File: src/rtl/memory_access_stage_if.sv
// Data-memory request/ready bus between the memory stage (master) and data memory (slave).
interface memory_access_stage_if;
    logic        memRequest;
    logic        memWrite;
    logic [31:0] memAddress;
    logic [31:0] memWriteData;
    logic [3:0]  memByteEnable;
    logic        memReady;
    logic [31:0] memReadData;

    modport master (
        output memRequest, memWrite, memAddress, memWriteData, memByteEnable,
        input  memReady, memReadData
    );

    modport slave (
        input  memRequest, memWrite, memAddress, memWriteData, memByteEnable,
        output memReady, memReadData
    );
endinterface

File: src/rtl/memory_access_stage.sv
// RISC-V memory stage: branch redirect, load/store lane steering, misalignment and stall control.
// Optional access timeout with busError pulse is enabled by defining MEM_TIMEOUT_EN.
module memory_access_stage #(
    parameter int TIMEOUT_CYCLES = 255
) (
    input  logic                         clock,
    input  logic                         reset,
    input  logic                         valid,
    input  logic [31:0]                  aluResult,
    input  logic [31:0]                  storeData,
    input  logic [2:0]                   funct3,
    input  logic                         memoryReadEnable,
    input  logic                         memoryWriteEnable,
    input  logic                         writeBackFromMemoryOrAlu,
    input  logic                         branch,
    input  logic                         branchEnable,
    input  logic [31:0]                  pcAdder,
    memory_access_stage_if.master        bus,
    output logic                         stall,
    output logic                         pcSelect,
    output logic [31:0]                  branchTarget,
    output logic                         retireValid,
    output logic [31:0]                  writeBackData,
    output logic                         misaligned,
    output logic                         busError
);
    localparam logic [0:0] IDLE   = 1'b0;
    localparam logic [0:0] ACCESS = 1'b1;

    logic [0:0]  state_reg;
    logic        mem_request_reg;
    logic        mem_write_reg;
    logic [31:0] mem_address_reg;
    logic [31:0] mem_write_data_reg;
    logic [3:0]  mem_byte_enable_reg;
    logic        retire_valid_reg;
    logic [31:0] write_back_data_reg;
    logic        misaligned_reg;
    logic        bus_error_reg;
    logic [31:0] addr_reg;
    logic [2:0]  funct3_reg;
    logic        wb_from_mem_reg;

    logic        mem_op;
    logic        misalign_detect;
    logic        accept;
    logic        timeout;
    logic [31:0] steer_data_next;
    logic [3:0]  steer_be_next;
    logic [31:0] load_value_next;
    logic [7:0]  load_byte;
    logic [15:0] load_half;

    assign mem_op = memoryReadEnable | memoryWriteEnable;

    // funct3 size decode: 000/100 byte, 001/101 halfword, anything else word
    always_comb begin
        misalign_detect = 1'b0;
        steer_data_next = storeData;
        steer_be_next   = 4'b1111;
        case (funct3)
            3'b000, 3'b100: begin
                steer_data_next = {4{storeData[7:0]}};
                steer_be_next   = 4'b0001 << aluResult[1:0];
            end
            3'b001, 3'b101: begin
                misalign_detect = aluResult[0];
                steer_data_next = {2{storeData[15:0]}};
                steer_be_next   = aluResult[1] ? 4'b1100 : 4'b0011;
            end
            default: begin
                misalign_detect = (aluResult[1:0] != 2'b00);
            end
        endcase
    end

    assign accept = (state_reg == IDLE) && valid && mem_op && !misalign_detect;

    always_comb begin
        load_byte       = bus.memReadData[8*addr_reg[1:0] +: 8];
        load_half       = addr_reg[1] ? bus.memReadData[31:16] : bus.memReadData[15:0];
        load_value_next = bus.memReadData;
        case (funct3_reg)
            3'b000:  load_value_next = {{24{load_byte[7]}}, load_byte};
            3'b100:  load_value_next = {24'd0, load_byte};
            3'b001:  load_value_next = {{16{load_half[15]}}, load_half};
            3'b101:  load_value_next = {16'd0, load_half};
            default: load_value_next = bus.memReadData;
        endcase
    end

`ifdef MEM_TIMEOUT_EN
    logic [7:0] count_reg;

    assign timeout = (state_reg == ACCESS) && (count_reg == 8'(TIMEOUT_CYCLES - 1));

    always_ff @(posedge clock) begin
        if (reset) begin
            count_reg <= 8'd0;
        end else if (accept) begin
            count_reg <= 8'd0;
        end else if (state_reg == ACCESS) begin
            count_reg <= count_reg + 8'd1;
        end
    end
`else
    logic unused_timeout_cfg;
    assign unused_timeout_cfg = ^TIMEOUT_CYCLES;
    assign timeout = 1'b0;
`endif

    assign stall        = accept || ((state_reg == ACCESS) && !bus.memReady && !timeout);
    assign pcSelect     = valid && branch && branchEnable && (state_reg == IDLE);
    assign branchTarget = pcAdder;

    always_ff @(posedge clock) begin
        if (reset) begin
            state_reg           <= IDLE;
            mem_request_reg     <= 1'b0;
            mem_write_reg       <= 1'b0;
            mem_address_reg     <= 32'd0;
            mem_write_data_reg  <= 32'd0;
            mem_byte_enable_reg <= 4'd0;
            retire_valid_reg    <= 1'b0;
            write_back_data_reg <= 32'd0;
            misaligned_reg      <= 1'b0;
            bus_error_reg       <= 1'b0;
            addr_reg            <= 32'd0;
            funct3_reg          <= 3'd0;
            wb_from_mem_reg     <= 1'b0;
        end else begin
            misaligned_reg <= 1'b0;
            bus_error_reg  <= 1'b0;
            case (state_reg)
                IDLE: begin
                    retire_valid_reg <= 1'b0;
                    if (valid && mem_op) begin
                        if (misalign_detect) begin
                            misaligned_reg <= 1'b1;
                        end else begin
                            state_reg           <= ACCESS;
                            mem_request_reg     <= 1'b1;
                            mem_write_reg       <= memoryWriteEnable;
                            mem_address_reg     <= {aluResult[31:2], 2'b00};
                            mem_write_data_reg  <= steer_data_next;
                            mem_byte_enable_reg <= memoryWriteEnable ? steer_be_next : 4'b1111;
                            addr_reg            <= aluResult;
                            funct3_reg          <= funct3;
                            wb_from_mem_reg     <= writeBackFromMemoryOrAlu & ~memoryWriteEnable;
                        end
                    end else if (valid) begin
                        retire_valid_reg    <= 1'b1;
                        write_back_data_reg <= aluResult;
                    end
                end
                ACCESS: begin
                    retire_valid_reg <= 1'b0;
                    if (bus.memReady) begin
                        state_reg           <= IDLE;
                        mem_request_reg     <= 1'b0;
                        mem_write_reg       <= 1'b0;
                        mem_byte_enable_reg <= 4'd0;
                        retire_valid_reg    <= 1'b1;
                        write_back_data_reg <= wb_from_mem_reg ? load_value_next : addr_reg;
                    end else if (timeout) begin
                        state_reg           <= IDLE;
                        mem_request_reg     <= 1'b0;
                        mem_write_reg       <= 1'b0;
                        mem_byte_enable_reg <= 4'd0;
                        bus_error_reg       <= 1'b1;
                    end
                end
                default: state_reg <= IDLE;
            endcase
        end
    end

    assign bus.memRequest    = mem_request_reg;
    assign bus.memWrite      = mem_write_reg;
    assign bus.memAddress    = mem_address_reg;
    assign bus.memWriteData  = mem_write_data_reg;
    assign bus.memByteEnable = mem_byte_enable_reg;
    assign retireValid       = retire_valid_reg;
    assign writeBackData     = write_back_data_reg;
    assign misaligned        = misaligned_reg;
    assign busError          = bus_error_reg;
endmodule

File: src/flat_wrapper.sv
// flat-port wrapper written by rule: the top's interface ports become plain ports
module memory_access_stage_flat 
#(
    parameter int TIMEOUT_CYCLES = 255
)
  (clock, reset, valid, aluResult, storeData, funct3, memoryReadEnable, memoryWriteEnable, writeBackFromMemoryOrAlu, branch, branchEnable, pcAdder, stall, pcSelect, branchTarget, retireValid, writeBackData, misaligned, busError, bus_memRequest, bus_memWrite, bus_memAddress, bus_memWriteData, bus_memByteEnable, bus_memReady, bus_memReadData);
  memory_access_stage_if bus_i ();
  input  logic clock;
  input  logic reset;
  input  logic valid;
  input  logic [31:0] aluResult;
  input  logic [31:0] storeData;
  input  logic [2:0] funct3;
  input  logic memoryReadEnable;
  input  logic memoryWriteEnable;
  input  logic writeBackFromMemoryOrAlu;
  input  logic branch;
  input  logic branchEnable;
  input  logic [31:0] pcAdder;
  output logic stall;
  output logic pcSelect;
  output logic [31:0] branchTarget;
  output logic retireValid;
  output logic [31:0] writeBackData;
  output logic misaligned;
  output logic busError;
  output wire logic [$bits(bus_i.memRequest)-1:0] bus_memRequest;
  output wire logic [$bits(bus_i.memWrite)-1:0] bus_memWrite;
  output wire logic [$bits(bus_i.memAddress)-1:0] bus_memAddress;
  output wire logic [$bits(bus_i.memWriteData)-1:0] bus_memWriteData;
  output wire logic [$bits(bus_i.memByteEnable)-1:0] bus_memByteEnable;
  input wire logic [$bits(bus_i.memReady)-1:0] bus_memReady;
  input wire logic [$bits(bus_i.memReadData)-1:0] bus_memReadData;
  assign bus_memRequest = bus_i.memRequest;
  assign bus_memWrite = bus_i.memWrite;
  assign bus_memAddress = bus_i.memAddress;
  assign bus_memWriteData = bus_i.memWriteData;
  assign bus_memByteEnable = bus_i.memByteEnable;
  assign bus_i.memReady = bus_memReady;
  assign bus_i.memReadData = bus_memReadData;
  memory_access_stage #(.TIMEOUT_CYCLES(TIMEOUT_CYCLES)) u_core (.clock(clock), .reset(reset), .valid(valid), .aluResult(aluResult), .storeData(storeData), .funct3(funct3), .memoryReadEnable(memoryReadEnable), .memoryWriteEnable(memoryWriteEnable), .writeBackFromMemoryOrAlu(writeBackFromMemoryOrAlu), .branch(branch), .branchEnable(branchEnable), .pcAdder(pcAdder), .bus(bus_i), .stall(stall), .pcSelect(pcSelect), .branchTarget(branchTarget), .retireValid(retireValid), .writeBackData(writeBackData), .misaligned(misaligned), .busError(busError));
endmodule
File: config.mk
export PLATFORM = sky130hd
export DESIGN_NAME = memory_access_stage_flat
export DESIGN_NICKNAME = d
export VERILOG_FILES = /design/src/rtl/memory_access_stage_if.sv /design/src/rtl/memory_access_stage.sv /design/src/flat_wrapper.sv
export SDC_FILE = /design/constraint.sdc
export NUM_CORES = 1
export LEC_CHECK = 0
export CORE_MARGIN = 4
export CORE_UTILIZATION = 42
export DETAILED_ROUTE_END_ITERATION = 7
export GPL_ROUTABILITY_DRIVEN = 0
export PLACE_DENSITY = 0.81
export SLEW_MARGIN = 20
export SYNTH_ARGS = -nofsm -noshare
export SYNTH_HDL_FRONTEND = slang
export SYNTH_SLANG_ARGS = --single-unit
File: constraint.sdc
create_clock -name clock -period 2.4 [get_ports clock]
set_clock_uncertainty 0.15 [all_clocks]
set_input_delay 0.48 -clock clock [delete_from_list [all_inputs] [get_ports clock]]
set_output_delay 0.48 -clock clock [all_outputs]
set_load 0.05 [all_outputs]
**After elaboration in Yosys (flattened, before gate mapping)**

Index checks and enable logic that the tools add are counted.

- Register bits after elaboration: 139
- Bits of input ports: 140
- Output and inout bits: 139

- Equal/unequal tests: 11
- Shifts and indexed selects: 2
- Mux-type cells: 32
- Bitwise gates (word level): 6
- Reduce and logical (&&, ||, !) cells: 20

Operators with widths:

| kind | count |
|---|---|
| 32-bit 2-to-1 mux | 4 |
| 32-bit one-hot mux with 2 select lines | 2 |
| 32-bit one-hot mux with 4 select lines | 1 |
| 32-bit by 6-bit variable part select with 8-bit output | 1 |
| 4-bit 2-to-1 mux | 5 |
| 16-bit 2-to-1 mux | 1 |
| 4-bit one-hot mux with 2 select lines | 2 |
| 3-bit equality test (second input constant) | 4 |
| 1-bit 2-to-1 mux | 12 |
| 2-bit != test (second input constant) | 5 |
| 1-bit one-hot mux with 2 select lines | 5 |
| 3-bit AND reduction | 3 |
| 1-bit logical AND | 8 |
| 3-bit by 1-bit equality test with 1-bit output (second input constant) | 2 |
| 3-bit zero test | 2 |
| 1-bit inverter | 4 |
| 2-bit OR reduction | 2 |
| 1-bit by 2-bit left shift with 4-bit output (first input constant) | 1 |
| 3-bit OR reduction | 1 |
| 1-bit zero test | 2 |
| 2-bit nonzero test | 1 |
| 1-bit AND | 1 |
| 1-bit logical OR | 1 |
| 1-bit OR | 1 |

**Longest topological paths before layout**

Gate-level depths: netlist (run 1).

- Depth in word-level cells: 7
- Gate-level depth with buffers: 8

**Least setup slack after synthesis (run 1)**

No wires, ideal clock.

- Path kind: register -> output
- Start: register u_core.state_reg
- End: output stall
- Data arrival time: 1.888 ns
- Required time: 1.770 ns
- Slack: -0.118 ns
- Cell stages (with the launch flop): 5
- Buffers on the path: 2
- Path through: dfxtp_1 buf_2 inv_1 clkbuf_1 o21ai_0

- Cells in the longest elaborated chain, start to end: 5
- Elaborated cells between the ends (all ways): 6
- Those cells by class: bitwise: 1; reduce/logical: 5

RTL lines:

| item | RTL line | RTL |
|---|---|---|
| start: declaration | memory_access_stage.sv:30 | `logic [0:0] state_reg;` |
| start signal: assignment | memory_access_stage.sv:118 | `state_reg <= IDLE;` |
| start signal: assignment | memory_access_stage.sv:141 | `state_reg <= ACCESS;` |
| start signal: assignment | memory_access_stage.sv:159 | `state_reg <= IDLE;` |
| 1-bit inverter (no source line) | n/a |  |
| 1-bit logical AND (3 in series) | memory_access_stage.sv:77 | `assign accept = (state_reg == IDLE) && valid && mem_op && !misalign_detect;` |
| 1-bit logical OR (*) | memory_access_stage.sv:112 | `assign stall = accept \|\| ((state_reg == ACCESS) && !bus.memReady && !timeout);` |
| end: declaration | flat_wrapper.sv:20 | `output logic stall;` |

Every way passes the cells marked *; elsewhere a longest branch is shown, timed or not.

**Worst setup path in the final report (run 1)**

- Start: input valid
- End: output pcSelect

- Cells in the longest elaborated chain, start to end: 3

RTL lines:

| item | RTL line | RTL |
|---|---|---|
| start: declaration | flat_wrapper.sv:10 | `input logic valid;` |
| 1-bit logical AND (3 in series) | memory_access_stage.sv:113 | `assign pcSelect = valid && branch && branchEnable && (state_reg == IDLE);` |
| end: declaration | flat_wrapper.sv:21 | `output logic pcSelect;` |

Every way passes these cells.

==> impl_metrics.env, run 1 <==
export IMPL_final_util=0.585
export IMPL_fin_cells=1115
export IMPL_end_kind="output port"
export IMPL_vias=6242
export IMPL_cp_buffers_inverters=3
export IMPL_synth_most_common_cell="nand2_1"
export IMPL_clk_pin_slew_ns=0.07
export IMPL_cts_max_level=3
export IMPL_drtAntennaViolNets=0
export IMPL_cts_buffer_depth=2
export IMPL_critPathMaxFanout=3
export IMPL_critPathSlowestCell="clkdlybuf4s50_1"
export IMPL_grt_max_degree=49
export IMPL_setup_viol=0
export IMPL_die_w_um=129
export IMPL_ys_types=59
export IMPL_timing_worst_setup_path_type="in2out"
export IMPL_cpPeakStageDelay_ns=0.48
export IMPL_finalPower_mw=4.83
export IMPL_holdCritStartpoint="u_core.bus.memWriteData[4]"
export IMPL_place_area_sq_um=8210
export IMPL_drt_total_wl_mm=20.6
export IMPL_ys_ff_latch=109
export IMPL_wl_per_cell_um=18.5
export IMPL_synthTopCellsByArea="dfxtp_1 35%, nand2_1 8.3%, buf_4 8.1%"
export IMPL_ir_worst_vdd_mv=0.377
export IMPL_portBuffers=211
export IMPL_syn_avg_cell_area_sq_um=7.78
export IMPL_fin_ws_ns=0.0874
export IMPL_min_path_type="reg2reg"
export IMPL_antenna_found_initial=1
export IMPL_die_h_um=129
export IMPL_cap_violations=0
export IMPL_grtUsageTotal=0.237
export IMPL_clk_latency_ns=0.34
export IMPL_path_cells="clkdlybuf4s50_1 > nor2b_2 > buf_4 > and3_1 > buf_12"
export IMPL_cp_required_ns=1.77
export IMPL_post_cts_buffers=0
export IMPL_viasPerCell=5.60
export IMPL_yosysWarnings=0
export IMPL_max_freq_mhz=432
export IMPL_yosys_area_top_type_share=0.353
export IMPL_synthTopCellsByCount="137 x nand2_1, 109 x dfxtp_1, 94 x nor2_1"
export IMPL_p_per_area_nw_per_um2=570
export IMPL_core_area_sq_um=14500
export IMPL_dp_hpwl_mm=15.4
export IMPL_fin_nets=1066
export IMPL_synthesis_area_sq_um=6170
export IMPL_area_growth_pct=37.3
export IMPL_n_antenna_cell=0
export IMPL_start_util=0.426
export IMPL_crit_start="valid"
export IMPL_cp_arrival_ns=1.68
export IMPL_rsz0062_at_grt="false"
export IMPL_yosysSeqAreaShare=0.353
export IMPL_root_buffer="clkbuf_16"
export IMPL_drv_slew=0
export IMPL_drive_above_1_share=0.108
export IMPL_clock_sinks=109
export IMPL_async_flop_share=0
export IMPL_initialDrtViolationCount=565
export IMPL_first_pass_iters=5
export IMPL_max_slew_worst_pin_slew_ns=0.620
export IMPL_status="complete, no violations"
export IMPL_cellLeakagePower_nw=2.96
export IMPL_cts_tree="done"
export IMPL_boundaryPins=279
export IMPL_synth_ff_type="dfxtp_1"
export IMPL_postSynthCellCount=794
export IMPL_place_inst=1099
export IMPL_drc=0
export IMPL_critPathTopFamily="buffers and inverters"
export IMPL_finalInstanceArea_sq_um=8470
export IMPL_r2r_start="u_core.addr_reg[1]"
export IMPL_fp_dieArea_sq_um=16700
export IMPL_hold_buffers=0
export IMPL_fillers=1333
export IMPL_cp_start_kind="primary input"
export IMPL_rows=44
export IMPL_max_slew_margin=0.586
export IMPL_gr_total_overflow=0
export IMPL_fin_crit_ns=2.31
export IMPL_grt_pass1_wl_mm=31.4
export IMPL_fin_crit_sh=0.964
export IMPL_area_sequential_sq_um=2180
export IMPL_final_hold_violation_count=0
export IMPL_synth_largest_area_cell="dfxtp_1"
export IMPL_synth_edf_count=0
export IMPL_grt_pass1_vias=5792
export IMPL_cts_buffers=9
export IMPL_dp_slack_ns=-0.0891
export IMPL_multiInputGateArea_sq_um=3210
==> layout by cell type (no fill, tap or decap), types with 14 or more instances in the layout <==
cell type	netlist	layout
clkdlybuf4s50_1	0	207
nor2_1	94	94
o21ai_0	28	26
mux2i_1	31	31
a21oi_1	78	78
o22ai_1	17	17
a2111oi_2	16	16
nand2_1	137	137
dfxtp_1	109	108
a22oi_1	16	16
nor2b_1	15	14
buf_4	67	34
==> layout make-up <==
| type | instances | share of cell area |
|---|---|---|
| Tap cell | 184 | 0.0272 |
| Clock buffer | 11 | 0.0275 |
| Clock inverter | 5 | 0.00325 |
| Multi-Input combinational cell | 546 | 0.378 |
| Inverter | 7 | 0.00310 |
| Timing Repair Buffer | 253 | 0.303 |
| Sequential cell | 109 | 0.258 |
==> routing by layer <==
layer  up-vias  global-route usage  wire [um]
met1      2910               0.323       8610
li1       2986                   -          -
met5         -                   0          8
met4         2              0.0859        533
met2       303               0.364       9580
met3        41              0.0589       1910
==> final timing paths <==
check,endpoint,slack (ns),cells past startpoint
worst max-delay path,pcSelect,0.09,5
worst min-delay path,u_core.bus.memWriteData[4],0.30,2
worst max register to register,u_core.writeBackData[31],0.28,5
worst min register to register,u_core.bus.memWriteData[4],0.30,2
==> where the power goes <==
part           switching (mW)  internal [mW]  total (mW)
Clock                   0.676          0.699        1.37
Combinational           0.871          0.592        1.46
Sequential             0.0750           1.92        1.99
==> tightest hold or removal path, stage by stage, from the launching register on <==
cell	delay, ns
dfxtp_1	0.31
nand2_1	0.05
a21oi_1	0.05
==> cells by family after synthesis <==
group                  synth area share
DFF                               0.353
AOI/OAI and AO/OA                 0.260
buffers and inverters             0.133
muxes                            0.0594
other                          0.000607
and+or+nand+nor                   0.194
==> repair_timing <==
item	CTS	global route
resized for setup	1	2
endpoints found under the hold margin	0	0
endpoints found under the setup margin	2	1
==> through the flow <==
stage                     setup TNS [ns]  hold WS [ns]
after floorplan                        0         0.295
after CTS                              0         0.305
final                                  0         0.304
after detailed placement           -1.65         0.295
after global placement            -0.307         0.292
after global routing                   0         0.324
Power figures use the tool's default switching activity.
==> inputs of run 2 (changes only) <==
Settings changed: TNS_END_PERCENT set to 10.
==> results of run 2 <==
Same layout as run 1: the final DEF is identical, and so are final timing and power.
==> inputs of run 3 (changes only) <==
Settings changed: CORE_UTILIZATION 42 to 43, CTS_BUF_LIST set to sky130_fd_sc_hd__clkbuf_8, PLACE_DENSITY 0.81 to 0.82.
==> impl_metrics.env, run 3 (synthesis gave the netlist of run 1 again) <==
export IMPL_cap_violations=0
export IMPL_grt_pass1_vias=5848
export IMPL_vias=6234
export IMPL_cts_buffer_depth=2
export IMPL_grtUsageTotal=0.245
export IMPL_cellLeakagePower_nw=2.92
export IMPL_finalInstanceArea_sq_um=8370
export IMPL_fp_dieArea_sq_um=16300
export IMPL_fin_crit_ns=2.32
export IMPL_final_hold_violation_count=0
export IMPL_grt_max_degree=61
export IMPL_cp_required_ns=1.77
export IMPL_portBuffers=211
export IMPL_grt_pass1_wl_mm=32.0
export IMPL_core_area_sq_um=14000
export IMPL_die_w_um=128
export IMPL_critPathTopFamily="buffers and inverters"
export IMPL_fin_crit_sh=0.966
export IMPL_clk_pin_slew_ns=0.09
export IMPL_max_freq_mhz=431
export IMPL_cp_start_kind="primary input"
export IMPL_first_pass_iters=5
export IMPL_max_slew_margin=0.555
export IMPL_cp_buffers_inverters=4
export IMPL_post_cts_buffers=0
export IMPL_clk_latency_ns=0.38
export IMPL_dp_slack_ns=-0.116
export IMPL_final_common_cell="clkdlybuf4s50_1"
export IMPL_r2r_end="u_core.writeBackData[9]"
export IMPL_timing_worst_setup_path_type="in2out"
export IMPL_dp_hpwl_mm=15.3
export IMPL_multiInputGateArea_sq_um=3200
export IMPL_area_sequential_sq_um=2180
export IMPL_path_cells="clkdlybuf4s50_1 > nor2b_1 > buf_4 > buf_4 > and3_1 > buf_12"
export IMPL_max_slew_worst_pin_slew_ns=0.667
export IMPL_critPathSlowestCell="clkdlybuf4s50_1"
export IMPL_drtAntennaViolNets=0
export IMPL_n_antenna_cell=0
export IMPL_drive_above_1_share=0.106
export IMPL_drv_slew=0
export IMPL_area_growth_pct=35.5
export IMPL_wl_per_cell_um=18.6
export IMPL_holdCritStartpoint="u_core.bus.memWriteData[24]"
export IMPL_crit_top_cell="buf_4"
export IMPL_finalPower_mw=4.50
export IMPL_clock_sinks=109
export IMPL_fin_nets=1067
export IMPL_rsz0062_at_grt="false"
export IMPL_rrSetupSlack_ns=0.31
export IMPL_antenna_found_initial=0
export IMPL_fin_ws_ns=0.0822
export IMPL_start_util=0.441
export IMPL_viasPerCell=5.62
export IMPL_cts_buffers=9
export IMPL_fillers=1230
export IMPL_whs_path_depth=2
export IMPL_min_path_type="reg2reg"
export IMPL_ir_worst_vdd_mv=0.218
export IMPL_root_buffer="clkbuf_8"
export IMPL_cts_max_level=3
export IMPL_cts_tree="done"
export IMPL_rows=43
export IMPL_end_kind="output port"
export IMPL_min_to="u_core.bus.memWriteData[24]"
export IMPL_critPathMaxFanout=3
export IMPL_drt_total_wl_mm=20.7
export IMPL_p_per_area_nw_per_um2=538
export IMPL_tns_ns=0
export IMPL_gr_total_overflow=0
export IMPL_place_area_sq_um=8200
export IMPL_r2r_cells=4
export IMPL_cpPeakStageDelay_ns=0.48
export IMPL_r2r_start="u_core.addr_reg[1]"
export IMPL_setup_viol=0
export IMPL_drc=0
export IMPL_boundaryPins=279
export IMPL_die_h_um=128
export IMPL_status="complete, no violations"
export IMPL_initialDrtViolationCount=637
export IMPL_final_cell_mix="208 x clkdlybuf4s50_1, 137 x nand2_1, 108 x dfxtp_1"
export IMPL_cp_arrival_ns=1.69
[run 3: repair_timing]
item / in CTS / in global routing
endpoints found under the hold margin: 0 / 0
resized for setup: 0 / 2
setup endpoints to repair: 0 / 1
hold buffers: 0 / 0
[run 3: stage by stage]
stage / cells / util / hold WS [ns]
after detailed placement: 1096 / 0.586 / 0.297
final: 1110 / 0.598 / 0.310
after global routing: 1110 / 0.598 / 0.330
after global placement: 1096 / 0.586 / 0.291
after CTS: 1110 / 0.598 / 0.310
after floorplan: 796 / - / 0.295
[run 3: metal layers]
metal / track usage / routed length (um) / vias to the layer above
li1: - / - / 2986
met1: 0.332 / 8820 / 2897
met2: 0.376 / 9470 / 297
met3: 0.0529 / 1660 / 54
met4: 0.105 / 703 / 0
met5: 0 / 0 / -
[run 3: cell type report]
cell class              instances  share of cell area
repair buffers                254               0.307
clock buffers                  11              0.0181
flip-flops and latches        109               0.261
clock inverters                 3             0.00164
multi-input cells             546               0.383
inverters                       7             0.00314
well taps                     180              0.0269
[run 3: tightest hold or removal path, stage by stage (launching register included)]
cell and delay (ns):
dfxtp_1 0.32, nand2_1 0.05, a21oi_1 0.05
[run 3: power breakdown]
group | internal [mW] | switching [mW] | leakage, nW
Combinational | 0.592 | 0.874 | 1.94
Clock | 0.418 | 0.627 | 0.0922
Sequential | 1.92 | 0.0720 | 0.891
[run 3: worst max path at each step]
stage | start | endpoint | slack [ns] | depth (start not counted)
5_1_grt | aluResult[1] | stall | 0.01 | 6
3_3_place_gp | valid | u_core.writeBackData[27] | -0.07 | 6
4_1_cts | aluResult[1] | stall | 0.03 | 6
2_1_floorplan | funct3[1] | stall | 0.02 | 5
6_report | valid | pcSelect | 0.08 | 6
3_5_place_dp | memoryWriteEnable | u_core.writeBackData[17] | -0.12 | 6
